### src/rtl/riscv_regfile_mp.sv
// rtl/riscv_regfile_mp.sv - multi-read-port register file with post-reset zero scrub
// Optional write-to-read forwarding is enabled by defining RISCV_RF_BYPASS_EN.

module riscv_regfile_mp #(
    parameter int XLEN  = 32,
    parameter int NREGS = 32,
    parameter int NRD   = 2,
    localparam int AW   = $clog2(NREGS)
) (
    input  logic                clk,
    input  logic                reset,
    input  logic                rf_wr_en_i,
    input  logic [AW-1:0]       rf_wr_addr_i,
    input  logic [XLEN-1:0]     rf_wr_data_i,
    input  logic [NRD*AW-1:0]   rf_rd_addr_i,
    output logic [NRD*XLEN-1:0] rf_rd_data_o,
    output logic                rf_ready_o,
    output logic                rf_wr_drop_o
);

    typedef enum logic {
        ST_SCRUB = 1'b0,
        ST_READY = 1'b1
    } state_t;

    state_t            r_state;
    logic [AW:0]       r_scrub_cnt;
    logic              r_wr_drop;
    logic [XLEN-1:0]   r_regs [NREGS];

    logic              w_scrub_last;
    logic              w_ready;
    logic              w_wr_commit;

    assign w_scrub_last = (r_scrub_cnt == (AW+1)'(NREGS - 1));
    assign w_ready      = (r_state == ST_READY);
    assign w_wr_commit  = w_ready && rf_wr_en_i && (rf_wr_addr_i != '0);

    // Counter is one bit wider than an index so reaching NREGS never wraps.
    always_ff @(posedge clk) begin
        if (reset) begin
            r_state     <= ST_SCRUB;
            r_scrub_cnt <= '0;
            r_wr_drop   <= 1'b0;
        end else begin
            case (r_state)
                ST_SCRUB: begin
                    r_wr_drop   <= rf_wr_en_i;
                    r_scrub_cnt <= r_scrub_cnt + 1'b1;
                    if (w_scrub_last) begin
                        r_state <= ST_READY;
                    end
                end
                ST_READY: begin
                    r_wr_drop <= 1'b0;
                end
                default: begin
                    r_state   <= ST_SCRUB;
                    r_wr_drop <= 1'b0;
                end
            endcase
        end
    end

    always_ff @(posedge clk) begin
        if (!reset) begin
            if (r_state == ST_SCRUB) begin
                r_regs[r_scrub_cnt[AW-1:0]] <= '0;
            end else if (w_wr_commit) begin
                r_regs[rf_wr_addr_i] <= rf_wr_data_i;
            end
        end
    end

    assign rf_ready_o   = w_ready;
    assign rf_wr_drop_o = r_wr_drop;

    genvar k;
    generate
        for (k = 0; k < NRD; k++) begin : g_rd
            logic [AW-1:0] w_addr;
            logic          w_valid;
            assign w_addr  = rf_rd_addr_i[k*AW +: AW];
            assign w_valid = w_ready && (w_addr != '0);
`ifdef RISCV_RF_BYPASS_EN
            logic w_fwd;
            assign w_fwd = w_wr_commit && (rf_wr_addr_i == w_addr);
            assign rf_rd_data_o[k*XLEN +: XLEN] = !w_valid ? '0 :
                                                  w_fwd    ? rf_wr_data_i :
                                                             r_regs[w_addr];
`else
            assign rf_rd_data_o[k*XLEN +: XLEN] = w_valid ? r_regs[w_addr] : '0;
`endif
        end
    endgenerate

endmodule

### config.mk
export PLATFORM = sky130hd
export DESIGN_NAME = riscv_regfile_mp
export DESIGN_NICKNAME = d
export VERILOG_FILES = /design/src/rtl/riscv_regfile_mp.sv
export SDC_FILE = /design/constraint.sdc
export NUM_CORES = 1
export LEC_CHECK = 0
export CORE_AREA = 8 8 306 308
export DETAILED_ROUTE_END_ITERATION = 7
export DIE_AREA = 0 0 314 316
export PLACE_DENSITY = 0.84
export SLEW_MARGIN = 20
export SYNTH_ARGS = -nofsm -noshare
export SYNTH_HDL_FRONTEND = slang
export SYNTH_SLANG_ARGS = --single-unit
### constraint.sdc
create_clock -name clk -period 9.2 [get_ports clk]
set_input_delay 1.84 -clock clk [delete_from_list [all_inputs] [get_ports clk]]
set_output_delay 1.84 -clock clk [all_outputs]
set_load 0.01 [all_outputs]
### Word level (Yosys, flattened, before mapping)

Memories as Yosys holds them, arrays and structs flattened.
Index checks and enable logic that the tools add are counted.

| cells by class | value |
|---|---|
| add/sub/neg operators | 1 |
| equal/unequal tests | 1 |
| mux-type cells | 15 |
| bitwise operators | 1 |
| reduce and logical (&&, ||, !) cells | 8 |

Operator list:

| kind | number |
|---|---|
| $mux W32 | 3 |
| $reduce_or A32 Y1 | 1 |
| $reduce_bool A5 Y1 | 3 |
| $mux W1 | 10 |
| $add A6 B1 Y6 const B | 1 |
| $eq A6 B5 Y1 const B | 1 |
| $mux W5 | 1 |
| $logic_and A1 B1 Y1 | 4 |
| $pmux W1 S2 | 1 |
| $not A1 Y1 | 1 |

| word-level totals | value |
|---|---|
| register bits after elaboration | 8 |
| bits in writable memories | 1024 |
| input port bits | 50 |
| memories | 1 |

Memories:

| name | words | bits a word | rd ports | clocked after memory_dff | wr ports | line | source |
|---|---|---|---|---|---|---|---|
| r_regs | 32 | 32 | 2 | 0 | 1 | 29 | `logic [XLEN-1:0] r_regs [NREGS];` |

### Logic depth before layout (Yosys ltp)

Gate-level depths: netlist of run 1.

| logic depth | value |
|---|---|
| word-level depth | 8 |
| depth in mapped cells | 8 |
| gate-level depth less buffers | 5 |

### Worst setup path after synthesis of run 1

OpenSTA, ideal clock, no wires.

| path | value |
|---|---|
| path kind | input -> register |
| from | in rf_wr_addr_i[4] |
| to | mem r_regs[25][0], enable pin |
| setup time | 461 ps |
| arrival | 5230 ps |
| required time | 8739 ps |
| setup slack | 3509 ps |
| cell stages on the path | 4 |
| buffers on the path | 0 |
| path through | or4_4 > o21a_4 > o32a_4 > nor3_1 |

| between the ends | value |
|---|---|
| cells in the longest elaborated chain, start to end | 8 |

Ends and longest elaborated chain:

| what | line | source |
|---|---|---|
| start: declaration | 13 | `input logic [AW-1:0] rf_wr_addr_i,` |
| $reduce_bool A5 Y1 | 37 | `assign w_wr_commit = w_ready && rf_wr_en_i && (rf_wr_addr_i != '0);` |
| $logic_and A1 B1 Y1 | 37 |  |
| $mux W1 | 69 | `end else if (w_wr_commit) begin` |
| $mux W1 | 67 | `if (r_state == ST_SCRUB) begin` |
| $mux W1 | 66 | `if (!reset) begin` |
| $mux W1 (implied by the code) | 70 | `r_regs[rf_wr_addr_i] <= rf_wr_data_i;` |
| $reduce_or A32 Y1 (no line) | - |  |
| $mux W5 (no line) / $mux W1 (equally long branches) | - |  |
| end: declaration | 29 |  |

Parallel ways exist; a longest one is shown, timed or not.

### Worst setup path after layout of run 1

| path | value |
|---|---|
| from | in rf_rd_addr_i[6] |
| to | out rf_rd_data_o[33] |

| between the ends | value |
|---|---|
| cells in the longest elaborated chain, start to end | 3 |

Ends and longest elaborated chain:

| what | line | source |
|---|---|---|
| start: declaration | 15 | `input logic [NRD*AW-1:0] rf_rd_addr_i,` |
| parallel branches: the longest is 2 deep, another holds $mem_v2 Z32 W32 | - |  |
| $mux W32 * | 92 | `assign rf_rd_data_o[k*XLEN +: XLEN] = w_valid ? r_regs[w_addr] : '0;` |
| end: declaration | 16 | `output logic [NRD*XLEN-1:0] rf_rd_data_o,` |

Every way passes the cells marked *.

==> flow_summary.toml, run 1 <==
[setup_path]
max_stage_delay_ps = 950
path_class = "in -> out"
cp-end-kind = "output pin"
worstPathCellList = "buf_8 -> or3b_2 -> buf_4 -> o221ai_1 -> a21oi_1 -> a211oi_1 -> clkdlybuf4s50_1"
critPathBufInv = 3
r2r_slack_ps = 4840
worstPathRequired_ps = 7360
crit_fanout = 75
critPathTopFamily = "buffers and inverters"
cp.arrival_ps = 5590
cp-start-kind = "primary input"
crit_slowest_cell = "or3b_2"

[finish]
layout_common_cells = "edfxtp_1, mux4_2, mux2i_1"
drive_above_1_share = 0.258
fin_nets = 2712
synthToLayoutAreaGrowth_pct = 11.8
final.fill_count = 5944
postLayoutCoreUtil = 0.606
final_common_cell = "edfxtp_1"

[clocking]
cts_root_buffer = "clkbuf_16"
cts.sinks = 1032
cts_resized = 0
cts_buffer_depth = 3
clk_latency_ps = 680
htreeDepth = 3
cts_buffers = 100
cts_setup_buffers = 0
holdBufCountCts = 0
cts_tree = "done"
cts.clk_slew.worst_paths_ps = 60

[synthesis]
ys_ff_latch = 1032
yosysSeqAreaShare = 0.640
synthDistinctLibCells = 47
synth_area_sq_um = 48300
synth_cells = 2577
synth-main-ff-cell = "edfxtp_1"
synthArstFlopShare = 0
synth_edf_count = 1024
ys_warn_count = 0
syn_area_per_cell_sq_um = 18.7
synth_fp_nets = 2628

[job]
cap_violations = 0

[die]
die_h_microns = 316
io_pins = 116
initial_core_util = 0.542
fp.coreArea_sq_um = 89000
die_w_microns = 314
rows = 110
dieArea_sq_um = 99200

[drt]
finalWirelength_microns = 142000
route.detailed.drc = 0
avgViaCountPerCell = 7.55
drtIter0Drc = 4696
detail_route.first_pass.iterations = 6
num_vias = 29600
ant_nets = 0
wl_per_cell_microns = 36.3

[grt]
antenna_found_initial = 2
grtUsageMet2 = 0.442
grt_pass1_wl_microns = 205000
gr-max-usage-layer = "met2"
grt_max_degree = 96
met3_usage = 0.0749
grtUsageMet1 = 0.362
grt_overflow = 0
grt_pass1_vias = 30300
track_usage = 0.283

[hold_path]
hp-class = "reg -> reg"

[timing]
fmax_ghz = 0.135
layout_min_cycle_time_ps = 7430
setup_ws_ps = 1770
rsz0062_at_grt = "false"
slew_violations = 0
fin_skew_ps = 17.3
period_share = 0.808
max_slew_margin = 0.162
setup_tns_ps = 0
hold_viol_final = 0
worst_slew_pin_slew_ps = 1250
setup_viol = 0

[placed_design]
hpwl_microns = 76900
place_congestion = 0.844
io_buffers = 115
place_ws_ps = 1870

[power_and_ir_drop]
vdd.ir_drop.worst_mv = 0.157
power_density_nw_per_um2 = 182
p_leak_nw = 16.4

[status]
outcome = "finished clean"
worst reg2reg max path: stages, from the launching register on:
cell and delay (ps):
dfxtp_1 850, and3b_1 500, o21a_4 680, o21ai_1 210, buf_4 240, a21oi_4 940, buf_4 580
flip-flops by register name (all words and copies together) (netlist names):
signal and count:
r_regs 1024, r_scrub_cnt 6, rf_ready_o 1, rf_wr_drop_o 1
path summary, 6_finish.rpt:
| check | startpoint | endpoint | cells after the start |
|---|---|---|---|
| min reg2reg | r_scrub_cnt[5]$_SDFFE_PP0N_ | r_scrub_cnt[5]$_SDFFE_PP0N_ | 2 |
| max reg2reg | rf_ready_o$_SDFF_PP0_ | r_regs[8][0]$_DFFE_PP_ | 6 |
| max | rf_rd_addr_i[6] | rf_rd_data_o[33] | 7 |
| min | r_scrub_cnt[5]$_SDFFE_PP0N_ | r_scrub_cnt[5]$_SDFFE_PP0N_ | 2 |
cell usage after synthesis (33+ instances only):
cell type | n | area share
mux2_2 | 48 | 0.011
a2bb2oi_1 | 33 | 0.0060
a21oi_1 | 58 | 0.0060
clkbuf_1 | 90 | 0.0070
mux4_2 | 384 | 0.18
and2_1 | 36 | 0.0047
nand2_1 | 70 | 0.0054
o221ai_1 | 88 | 0.016
mux2i_1 | 353 | 0.073
buf_2 | 81 | 0.0084
nand3_1 | 53 | 0.0055
edfxtp_1 | 1024 | 0.64
cells by family after synthesis:
group / synth area share
DFF: 0.640
muxes: 0.264
AOI/OAI and AO/OA: 0.0486
and+or+nand+nor: 0.0247
buffers and inverters: 0.0218
xor gates and xnor gates: 0.000907
adders and majority gates: 0.000259
per-layer routing:
metal / up-vias / wire length (microns)
met1: 15000 / 46600
li1: 11200 / -
met3: 597 / 20500
met5: - / 0
met4: 0 / 8600
met2: 2756 / 66400
report_power, final:
| part | switching, W | internal (W) | total (W) |
|---|---|---|---|
| combinational | 0.000348 | 0.000267 | 0.000615 |
| sequential | 0.0000172 | 0.00513 | 0.00514 |
| clock | 0.00177 | 0.00229 | 0.00406 |
| total | 0.00214 | 0.00769 | 0.00982 |
through the flow:
stage | hold WS, ps | area, sq um | power, W | cells
2_1_floorplan | 485 | 48300 | 0.00567 | 2577
3_3_place_gp | 505 | 50800 | 0.00582 | 3735
3_5_place_dp | 513 | 50800 | 0.00584 | 3735
4_1_cts | 533 | 54000 | 0.00983 | 3915
5_1_grt | 542 | 54000 | 0.0100 | 3915
6_report | 534 | 54000 | 0.00982 | 3916
cell type report:
class	instances	area (sq um)	share of cell area
sequential	1032	30900	0.573
clock inverter	61	541	0.0100
antenna	1	2.50	0.0000464
multi-input combinational	1328	16600	0.308
clock buffer	119	2640	0.0489
inverter	6	22.5	0.000417
tap	1176	1470	0.0273
timing repair buffer	193	1770	0.0328
Power figures use the tool's default switching activity.
==> inputs of run 2 (changes only) <==
- clock period: 9.2 -> 7.65 ns (I/O delays scaled with it)
==> run 2 against run 1 <==
Net effect:
- register-to-register slack got worse by 1400 ps
- first-iteration DRC count grew 3.2%
- cell count increased by 0.15%
- core utilization is 0.30 points higher
- sequential cell count unchanged
- non-clock buffer count is 3 higher
- clock-buffer cell count fell by 4
- global-route usage is 0.43 points higher
- sequential share of layout area shrank 0.28 points
- via count up 0.57%
- clock power grew 21%
- wire length up 1.7%
- largest cell class unchanged
==> flow_summary.toml, run 2 (synthesis gave the netlist of run 1 again) <==
[finish]
postLayoutCoreUtil = 0.609
synthToLayoutAreaGrowth_pct = 12.3
layout_common_cells = "edfxtp_1, mux4_2, mux2i_1"
fin_cells = 3922
reg_top3 = "r_regs: 1024 flops, r_scrub_cnt: 6 flops"
final_common_cell = "edfxtp_1"
drive_above_1_share = 0.259
final.fill_count = 5892
largest_reg_flops = 1024
top_register = "r_regs"
fin_nets = 2714
finalInstanceArea_sq_um = 54200

[power_and_ir_drop]
vdd.ir_drop.worst_mv = 0.183
power_density_nw_per_um2 = 219
p_leak_nw = 16.5

[setup_path]
r2r_end = "r_regs[2][17]$_DFFE_PP_"
crit_fanout = 96
cp-end-kind = "output pin"
worstPathRequired_ps = 6120
cp.arrival_ps = 5030
cp-start-kind = "primary input"
r2r_slack_ps = 3480
reg2reg_from = "rf_ready_o$_SDFF_PP0_"
rr_worst_depth = 6
path_class = "in -> out"

[clocking]
cts_resized = 0
cts_buffer_depth = 3
cts_setup_buffers = 0
cts.sinks = 1032
holdBufCountCts = 0
cts_buffers = 99
cts_root_buffer = "clkbuf_16"
htreeDepth = 3
cts_tree = "done"
cts.clk_slew.worst_paths_ps = 60
clk_latency_ps = 690

[die]
die_w_microns = 314
io_pins = 116
dieArea_sq_um = 99200
die_h_microns = 316
rows = 110
fp.coreArea_sq_um = 89000
initial_core_util = 0.542

[drt]
finalWirelength_microns = 144000
detail_route.first_pass.iterations = 7
drtIter0Drc = 4845
route.detailed.drc = 0
avgViaCountPerCell = 7.59
ant_nets = 0
num_vias = 29800
wl_per_cell_microns = 36.8

[timing]
setup_viol = 0
fin_skew_ps = 18.9
setup_ws_ps = 1090
slew_violations = 0
setup_tns_ps = 0
layout_min_cycle_time_ps = 6560
period_share = 0.857
fmax_ghz = 0.153
max_slew_margin = 0.164
rsz0062_at_grt = "false"
hold_viol_final = 0
worst_slew_pin_slew_ps = 1250

[placed_design]
io_buffers = 115
hpwl_microns = 80100
place_congestion = 0.862
place_area_sq_um = 51000
dp_cells = 3737
place_ws_ps = 1250

[hold_path]
hold_end = "r_scrub_cnt[5]$_SDFFE_PP0N_"
min_path_cells = 2
holdCritStartpoint = "r_scrub_cnt[5]$_SDFFE_PP0N_"
hp-class = "reg -> reg"

[job]
cap_violations = 0

[grt]
grt_pass1_wl_microns = 208000
grt_max_degree = 97
antenna_found_initial = 4
grt_pass1_vias = 30500
track_usage = 0.287
grt_overflow = 0

[status]
outcome = "finished clean"
run 2: worst max path at each step:
| stage | start | endpoint | slack [ps] |
|---|---|---|---|
| floorplan | rf_wr_addr_i[4] | r_regs[25][0]$_DFFE_PP_ | 2270 |
| global placement | rf_rd_addr_i[6] | rf_rd_data_o[47] | 1310 |
| detailed placement | rf_rd_addr_i[6] | rf_rd_data_o[56] | 1250 |
| CTS | rf_rd_addr_i[6] | rf_rd_data_o[56] | 1190 |
| global route | rf_rd_addr_i[7] | rf_rd_data_o[56] | 1030 |
| finish | rf_rd_addr_i[1] | rf_rd_data_o[24] | 1090 |
run 2: final cells by class:
type,count,area [sq um],area share
inverters,6,22.5,0.000415
well taps,1176,1470,0.0271
flip-flops and latches,1032,30900,0.570
clock buffers,115,2580,0.0476
diodes,3,7.51,0.000138
repair buffers,196,1970,0.0363
clock inverters,66,651,0.0120
multi-input cells,1328,16600,0.306
run 2: where the power goes:
part	total [W]	internal (W)	switching, W	leakage [nW]
clock network	0.00493	0.00279	0.00214	1.57
logic	0.000753	0.000324	0.000429	6.45
registers	0.00619	0.00616	0.0000209	8.52
run 2: routing by layer:
layer	track usage	vias to the layer above	wire, microns
met5	0	-	27
met4	0.157	4	8840
met3	0.0765	586	21100
met2	0.446	2840	67400
met1	0.370	15100	47100
li1	-	11200	-
run 2: worst max-delay path: stages:
cell	delay [ps]
buf_8	480
buf_12	610
nor2b_1	970
a21oi_1	170
nand3_1	150
nand4_1	330
clkdlybuf4s50_1	600
run 2: metrics by stage:
step | hold WS [ps] | total power, W
floorplan | 485 | 0.00682
global placement | 501 | 0.00702
detailed placement | 530 | 0.00704
CTS | 551 | 0.0119
global route | 568 | 0.0121
finish | 542 | 0.0119
